**config.mk**
```make
export PLATFORM = sky130hd
export DESIGN_NAME = sonar_grid_reporter_flat
export DESIGN_NICKNAME = d
export VERILOG_FILES = /design/src/rtl/sonar_grid_reporter_if.sv /design/src/rtl/sonar_grid_reporter.sv /design/src/flat_wrapper.sv
export SDC_FILE = /design/constraint.sdc
export NUM_CORES = 1
export LEC_CHECK = 0
export ABC_AREA = 1
export ABC_CLOCK_PERIOD_IN_PS = 1900
export BUFFER_PORTS_ARGS = -buffer_cell sky130_fd_sc_hd__buf_4
export CAP_MARGIN = 20
export CELL_PAD_IN_SITES_DETAIL_PLACEMENT = 0
export CELL_PAD_IN_SITES_GLOBAL_PLACEMENT = 1
export CORE_ASPECT_RATIO = 0.9
export CORE_MARGIN = 5
export CORE_UTILIZATION = 49
export CTS_BUF_LIST = sky130_fd_sc_hd__clkbuf_8
export DETAILED_ROUTE_END_ITERATION = 10
export PLACE_DENSITY_LB_ADDON = 0.1
export SKIP_CTS_REPAIR_TIMING = 1
export SYNTH_ARGS = -nofsm -noshare
export SYNTH_HDL_FRONTEND = slang
export SYNTH_SLANG_ARGS = --single-unit
```
**constraint.sdc**
```tcl
create_clock -name clk -period 1.9 [get_ports clk]
set_input_delay 0.38 -clock clk [delete_from_list [all_inputs] [get_ports clk]]
set_output_delay 0.38 -clock clk [all_outputs]
set_load 0.01 [all_outputs]
```
**src/rtl/sonar_grid_reporter_if.sv**
```systemverilog
// sonar_grid_reporter_if: grid code input and grid/UART report outputs of the sonar grid reporter
interface sonar_grid_reporter_if;
   logic [7:0] check_distance;
   logic [2:0] grid;
   logic       grid_valid;
   logic       tx;
   logic       tx_busy;
   modport master (output check_distance, input grid, grid_valid, tx, tx_busy);
   modport slave (input check_distance, output grid, grid_valid, tx, tx_busy);
endinterface

```
**src/rtl/sonar_grid_reporter.sv**
```systemverilog
// sonar_grid_reporter: confirms repeated sonar grid measurements and reports them as digit+LF over 8N1 UART
module sonar_grid_reporter #(
   parameter int CLKS_PER_BIT  = 868,
   parameter int CONFIRM_COUNT = 3
) (
   input logic clk,
   input logic reset,
   sonar_grid_reporter_if.slave bus
);
   localparam int CW = CLKS_PER_BIT > 1 ? $clog2(CLKS_PER_BIT) : 1;
   localparam logic [3:0] CONF = 4'(CONFIRM_COUNT);
   typedef enum logic [1:0] {IDLE, START, DATA, STOP} state_t;
   state_t state, state_n;
   logic [7:0] prev_code, evt_code, cand, pend, shift, shift_n;
   logic [3:0] match_cnt, cnt_nxt;
   logic [2:0] grid, bit_idx, bit_n;
   logic [CW-1:0] clk_cnt, clk_n;
   logic evt, grid_valid, pend_valid, byte_idx, byte_n, digit, legal, accept, bit_end;
   assign digit = bus.check_distance >= 8'h31 && bus.check_distance <= 8'h34;
   assign legal = bus.check_distance >= 8'h30 && bus.check_distance <= 8'h34;
   assign cnt_nxt = evt_code != cand ? 4'd1 : match_cnt >= CONF ? match_cnt : match_cnt + 4'd1;
   assign accept = evt && cnt_nxt == CONF;
   assign bit_end = clk_cnt == CW'(CLKS_PER_BIT - 1);
   // event is registered so the filter sees it one cycle after the 0x30->digit edge
   always_ff @(posedge clk or negedge reset) begin
      if (!reset) begin
         prev_code  <= 8'h30;
         evt        <= 1'b0;
         evt_code   <= 8'h30;
         cand       <= 8'h30;
         match_cnt  <= 4'd0;
         grid       <= 3'd0;
         grid_valid <= 1'b0;
         pend       <= 8'h30;
         pend_valid <= 1'b0;
      end else begin
         evt        <= prev_code == 8'h30 && digit;
         evt_code   <= bus.check_distance;
         if (legal) prev_code <= bus.check_distance;
         if (evt) begin
            cand      <= evt_code;
            match_cnt <= cnt_nxt;
         end
         grid_valid <= accept;
         if (accept) begin
            grid       <= evt_code[2:0];
            pend       <= evt_code;
            pend_valid <= 1'b1;
         end else if (state == IDLE && pend_valid) begin
            pend_valid <= 1'b0;
         end
      end
   end
   always_ff @(posedge clk or negedge reset) begin
      if (!reset) begin
         state    <= IDLE;
         shift    <= 8'h00;
         byte_idx <= 1'b0;
         bit_idx  <= 3'd0;
         clk_cnt  <= '0;
      end else begin
         state    <= state_n;
         shift    <= shift_n;
         byte_idx <= byte_n;
         bit_idx  <= bit_n;
         clk_cnt  <= clk_n;
      end
   end
   always_comb begin
      state_n = state;
      shift_n = shift;
      byte_n  = byte_idx;
      bit_n   = bit_idx;
      clk_n   = (state == IDLE || bit_end) ? '0 : clk_cnt + 1'b1;
      case (state)
         IDLE: if (pend_valid) begin
            shift_n = pend;
            byte_n  = 1'b0;
            state_n = START;
         end
         START: if (bit_end) begin
            bit_n   = 3'd0;
            state_n = DATA;
         end
         DATA: if (bit_end) begin
            bit_n   = bit_idx + 3'd1;
            state_n = bit_idx == 3'd7 ? STOP : DATA;
         end
         STOP: if (bit_end) begin
            shift_n = byte_idx ? shift : 8'h0A;
            byte_n  = 1'b1;
            state_n = byte_idx ? IDLE : START;
         end
         default: state_n = IDLE;
      endcase
   end
   assign bus.tx         = state == START ? 1'b0 : state == DATA ? shift[bit_idx] : 1'b1;
   assign bus.tx_busy    = state != IDLE;
   assign bus.grid       = grid;
   assign bus.grid_valid = grid_valid;
endmodule

```
**src/flat_wrapper.sv**
```systemverilog
// flat-port wrapper written by rule: the top's interface ports become plain ports
module sonar_grid_reporter_flat 
#(
   parameter int CLKS_PER_BIT  = 868,
   parameter int CONFIRM_COUNT = 3
)
  (clk, reset, bus_check_distance, bus_grid, bus_grid_valid, bus_tx, bus_tx_busy);
  sonar_grid_reporter_if bus_i ();
  input logic clk;
  input logic reset;
  input wire logic [$bits(bus_i.check_distance)-1:0] bus_check_distance;
  output wire logic [$bits(bus_i.grid)-1:0] bus_grid;
  output wire logic [$bits(bus_i.grid_valid)-1:0] bus_grid_valid;
  output wire logic [$bits(bus_i.tx)-1:0] bus_tx;
  output wire logic [$bits(bus_i.tx_busy)-1:0] bus_tx_busy;
  assign bus_i.check_distance = bus_check_distance;
  assign bus_grid = bus_i.grid;
  assign bus_grid_valid = bus_i.grid_valid;
  assign bus_tx = bus_i.tx;
  assign bus_tx_busy = bus_i.tx_busy;
  sonar_grid_reporter #(.CLKS_PER_BIT(CLKS_PER_BIT), .CONFIRM_COUNT(CONFIRM_COUNT)) u_core (.clk(clk), .reset(reset), .bus(bus_i));
endmodule
```
==> Yosys cells after proc, flatten, opt, wreduce, memory -nomap -nowiden <==
Cells that the tools add are included.
{ "totals": {"ff_bits": 66, "output_inout_bits": 6} }
{ "op_classes": {"n_addsub": 3, "eq_ne": 13, "n_mux": 26, "reduce_logical": 15, "magnitude_cmp": 5} }
{ "ops": {"columns": ["op", "count"], "rows": [
  ["$mux 8", 3],
  ["$ge 8x6->1 const B", 2],
  ["$pmux 8 s2", 1],
  ["$add 10x1->10 const B", 1],
  ["$eq 10x10->1 const B", 1],
  ["$mux 10", 1],
  ["$mux 1", 9],
  ["$eq 8x6->1 const B", 1],
  ["$le 8x6->1 const B", 1],
  ["$mux 2", 4],
  ["$mux 4", 2],
  ["$ne 2x1->1 const B", 4],
  ["$ne 8x8->1", 1],
  ["$pmux 2 s4", 1],
  ["$reduce_and 4->1", 2],
  ["$reduce_bool 2->1", 4],
  ["$mux 3", 2],
  ["$pmux 3 s2", 1],
  ["$reduce_and 3->1", 2],
  ["$logic_and 1x1->1", 5],
  ["$add 4x1->4 const B", 1],
  ["$eq 2x2->1 const B", 2],
  ["$eq 4x2->1 const B", 1],
  ["$ge 4x2->1 const B", 1],
  ["other kinds (9)", 9]
]} }

==> Depth between registers and ports, before layout <==
{ "depth": {"word_depth": 6, "depth_mapped": 11, "depth_no_buf": 11} }

==> Worst setup path after synthesis <==
OpenSTA, ideal clock, no wires.
{ "synth_timing": {"kind": "reg2reg", "startpoint": "register u_core.state[0]", "endpoint": "register u_core.shift[6]", "arrival_ns": 1.336, "synth_period_minus_slack_ns": 1.454, "path_stages_with_launch": 9, "slack_ns": 0.446, "path_buffers": 1, "required_time_ns": 1.783, "path_cell_list": "dfrtp_1 > inv_1 > ha_1 > nor2_1 > a21oi_1 > nand3_4 > buf_6 > nand2_1 > o21ai_2"} }
{ "synth_via": {"elab_chain_cells": 3, "word_cells_on_any_way": 8} }
{ "synth_rtl": {"columns": ["item", "line_no", "rtl"], "rows": [
  ["start: declaration", "sonar_grid_reporter.sv:13", "state_t state, state_n;"],
  ["start signal: assignment", "sonar_grid_reporter.sv:62", "state <= state_n;"],
  ["$eq 2x2->1 or $logic_not 2->1 (tied branches)", "sonar_grid_reporter.sv:75", "case (state)"],
  ["$ne 2x2->1 (no source line) (tied with other cells)", null, null],
  ["$reduce_and 4->1 (no source line)", null, null],
  ["end signal: assignment", "sonar_grid_reporter.sv:63", "shift <= shift_n;"],
  ["end: declaration", "sonar_grid_reporter.sv:14", "logic [7:0] prev_code, evt_code, cand, pend, shift, shift_n;"]
]} }
Parallel ways exist; a longest one is shown, timed or not.
A chain may end at the register's enable or synchronous reset.

==> Worst setup path after layout <==
{ "layout_timing": {"startpoint": "register u_core.bit_idx[0]", "endpoint": "output port bus_tx"} }
{ "layout_via": {"elab_chain_cells": 4} }
{ "layout_rtl": {"columns": ["item", "line_no", "rtl"], "rows": [
  ["start: declaration", "sonar_grid_reporter.sv:16", "logic [2:0] grid, bit_idx, bit_n;"],
  ["start signal: assignment", "sonar_grid_reporter.sv:65", "bit_idx <= bit_n;"],
  ["$bmux 1 s3", "sonar_grid_reporter.sv:97", "assign bus.tx = state == START ? 1'b0 : state == DATA ? shift[bit_idx] : 1'b1;"],
  ["$mux 1 (not written as such)", "sonar_grid_reporter.sv:97", null],
  ["$mux 1 (2 in a row)", "sonar_grid_reporter.sv:97", null],
  ["end: declaration", "flat_wrapper.sv:14", "output wire logic [$bits(bus_i.tx)-1:0] bus_tx;"]
]} }
No other way between the ends. The select of a mux whose other input is x is not followed.

==> reports/results.ini <==
[yosys]
synthTopCellsByArea = dfrtp_1 (47%), nand2_1 (12%), dfstp_2 (7.2%)
yosysUniqueCellTypes = 35
synth.top_cells.by_count = nand2_1 (91), dfrtp_1 (55), inv_1 (39)
postSynthAreaPerCell_sq_um = 9.12
yosysMostFrequentCell = nand2_1
async_flop_share_pct = 100
synth.largest_area_cell = dfrtp_1
synth_top_area_share_pct = 47.0
syn_inst = 321
synth-main-ff-cell = dfrtp_1
ys_ff_latch = 63
synth_area_sq_um = 2930
syn-num-nets = 340
synth_edf_count = 0
ys_seq_area_share_pct = 54.2
ys.warnings.count = 0

[placed_design]
port_buffers = 15
place_congestion = 0.804
place_ws_ns = 0.247
dp_hpwl_um = 3740

[detailed_routing]
drc = 0
finalWirelength_um = 5080
first_iter_violations = 81
wl_met3_um = 189
routedWlPerCell_um = 12.0
topRoutingLayerUsed = met4
wl_met1_um = 2480
vias_per_cell = 4.81
antenna_left = 0
first_pass_iters = 4
met2_length_um = 2320
dr_total_vias = 2034

[timing]
finalWorstSetupSlack_ns = 0.0143
period_share_pct = 99.2
hold-worst-slack_ns = 0.157
final-max-slew-violation-count = 0
worst_pin_slew_ns = 0.422
skew_ns = 0.00472
hold_viol_final = 0
fin_setup_tns_ns = 0
finalSetupViolations = 0
rsz0062_at_grt = true
maxSlewHeadroom_pct = 71.9
fmax_mhz = 530
fin_crit_ns = 1.89

[global_route]
grt_overflow = 0
grt_usage_pct = 14.7
antenna_found_initial = 0
grt_pass1_wl_um = 8980
grt_max_degree = 33
grt_pass1_vias = 2012

[critical_path]
startpoint_type = flop
r2r-end = u_core.pend_valid$_DFFE_PN0P_
path_class = reg -> out
rr_worst_depth = 8
cp.arrival_ns = 1.51
critical_path_required_ns = 1.52
endpoint_kind = output port
rrSetupSlack_ns = 0.28
cp_max_fo = 6
r2r_start = u_core.evt_code[4]$_DFF_PN1_

[clocking]
cts_root_buf = clkbuf_8
numCtsBuffers = 9
clkLatencyLatePin_ns = 0.34
cts_tree = built
clk_pin_slew_worst_paths_ns = 0.07
clkSinkCount = 63
cts_buffer_depth = 2
htreeDepth = 3

[layout]
drive_gt1_share_pct = 22.4
synthToLayoutAreaGrowth_pct = 15.1
antenna_cells = 0
fillerInstances = 524
fin_util_pct = 58.5
nets = 367

[die]
dieArea_sq_um = 7620
io_pins = 16
die_h_um = 83.3
coreArea_sq_um = 5760
start_util_pct = 50.8
fp.dieW_um = 91.5
num_rows = 26

[power]
vdd_ir_drop_max_mv = 0.520
power_density_nw_per_um2 = 803
leakagePower_nw = 1.65
power_w = 0.00271

[worst_hold_path]
hold_end = u_core.evt_code[5]$_DFF_PN1_
hp-class = in -> reg
hold_path_startpoint = bus_check_distance[5]
hold_depth = 1

[run]
drv_cap = 0

[outcome]
status = complete, no violations

==> layout by cell type, fill, tap and decap left out, types with 2 or more instances in the layout <==
cell type   count
nand2_1        88
dfrtp_1        54
inv_1          37
nor2_1         25
nand3_1        19
buf_4          19
o21ai_0        12
clkbuf_8       10
ha_1            9
o21ai_2         8
dfstp_2         8
a21oi_1         6
xnor2_1         5
nand2_2         5
nor3_1          4
nor3b_1         4
mux2_2          4
o211ai_1        3
or2_2           3
clkinv_2        3
nor4_1          2
inv_2           2
nor3_2          2
nand3_2         2
nand4_1         2
clkinvlp_4      2
==> power by group <==
part | total [W] | switching [W] | internal (W)
logic | 0.000136 | 0.0000779 | 0.0000578
registers | 0.00142 | 0.0000252 | 0.00140
clock network | 0.00114 | 0.000511 | 0.000633
==> state kept, by name (all words and copies together), names as in the netlist <==
register               flops
u_core.prev_code           8
u_core.byte_idx            1
u_core.shift               8
u_core.pend_valid          1
u_core.pend                6
u_core.evt                 1
u_core.bit_idx             3
u_core.state               2
u_core.evt_code            8
u_core.match_cnt           4
u_core.bus.grid_valid      1
u_core.bus.grid            2
u_core.cand                8
u_core.clk_cnt            10
==> critical path, cell delays in order, from the launching register on <==
cell and delay, ns:
dfrtp_2 0.45, inv_4 0.09, nand2_2 0.05, nand2_2 0.06, o211ai_1 0.11, a31o_2 0.27, inv_2 0.05, buf_6 0.09
==> logic make-up after synthesis <==
logic type / Yosys count / share of synthesized area, %
XOR/XNOR: 6 / 1.79
flip-flops: 63 / 54.2
buffers and inverters: 46 / 6.58
AND/OR/NAND/NOR: 161 / 25.0
adder cells (fa/ha/maj): 9 / 3.85
AO/OA/AOI/OAI: 32 / 7.09
multiplexers: 4 / 1.54
==> routing by layer <==
metal  global-route usage (%)  up-vias
met4                     5.34        0
met2                     22.9       30
met3                     5.88        9
met1                     18.4      923
met5                        0        -
li1                         -     1072
==> how the worst max path moves through the flow <==
stage                                          endpoint                     startpoint  slack, ns
final                                            bus_tx  u_core.bit_idx[0]$_DFFE_PN0P_       0.01
after global routing                             bus_tx  u_core.bit_idx[0]$_DFFE_PN0P_      -0.08
after CTS                                        bus_tx  u_core.bit_idx[0]$_DFFE_PN0P_      -0.13
after detailed placement  u_core.pend_valid$_DFFE_PN0P_   u_core.evt_code[4]$_DFF_PN1_       0.25
after global placement    u_core.pend_valid$_DFFE_PN0P_   u_core.evt_code[5]$_DFF_PN1_       0.27
after floorplan             u_core.shift[6]$_DFFE_PN0P_    u_core.state[0]$_DFFE_PN0P_       0.45
==> per-stage QoR <==
| step | std cells | instance area, sq um |
|---|---|---|
| 2_1_floorplan | 321 | 2930 |
| 3_3_place_gp | 405 | 3140 |
| 3_5_place_dp | 405 | 3140 |
| 4_1_cts | 421 | 3330 |
| 5_1_grt | 423 | 3370 |
| 6_report | 423 | 3370 |
==> area by class of cell <==
type | count | area, sq um | area share (%)
Sequential cell | 63 | 1590 | 47.1
Clock buffer | 10 | 138 | 4.08
Timing Repair Buffer | 22 | 184 | 5.46
Inverter | 40 | 153 | 4.53
Multi-Input combinational cell | 212 | 1160 | 34.4
Clock inverter | 6 | 60.1 | 1.78
Tap cell | 70 | 87.6 | 2.60
Note: power is estimated with default switching activity, not from simulation.
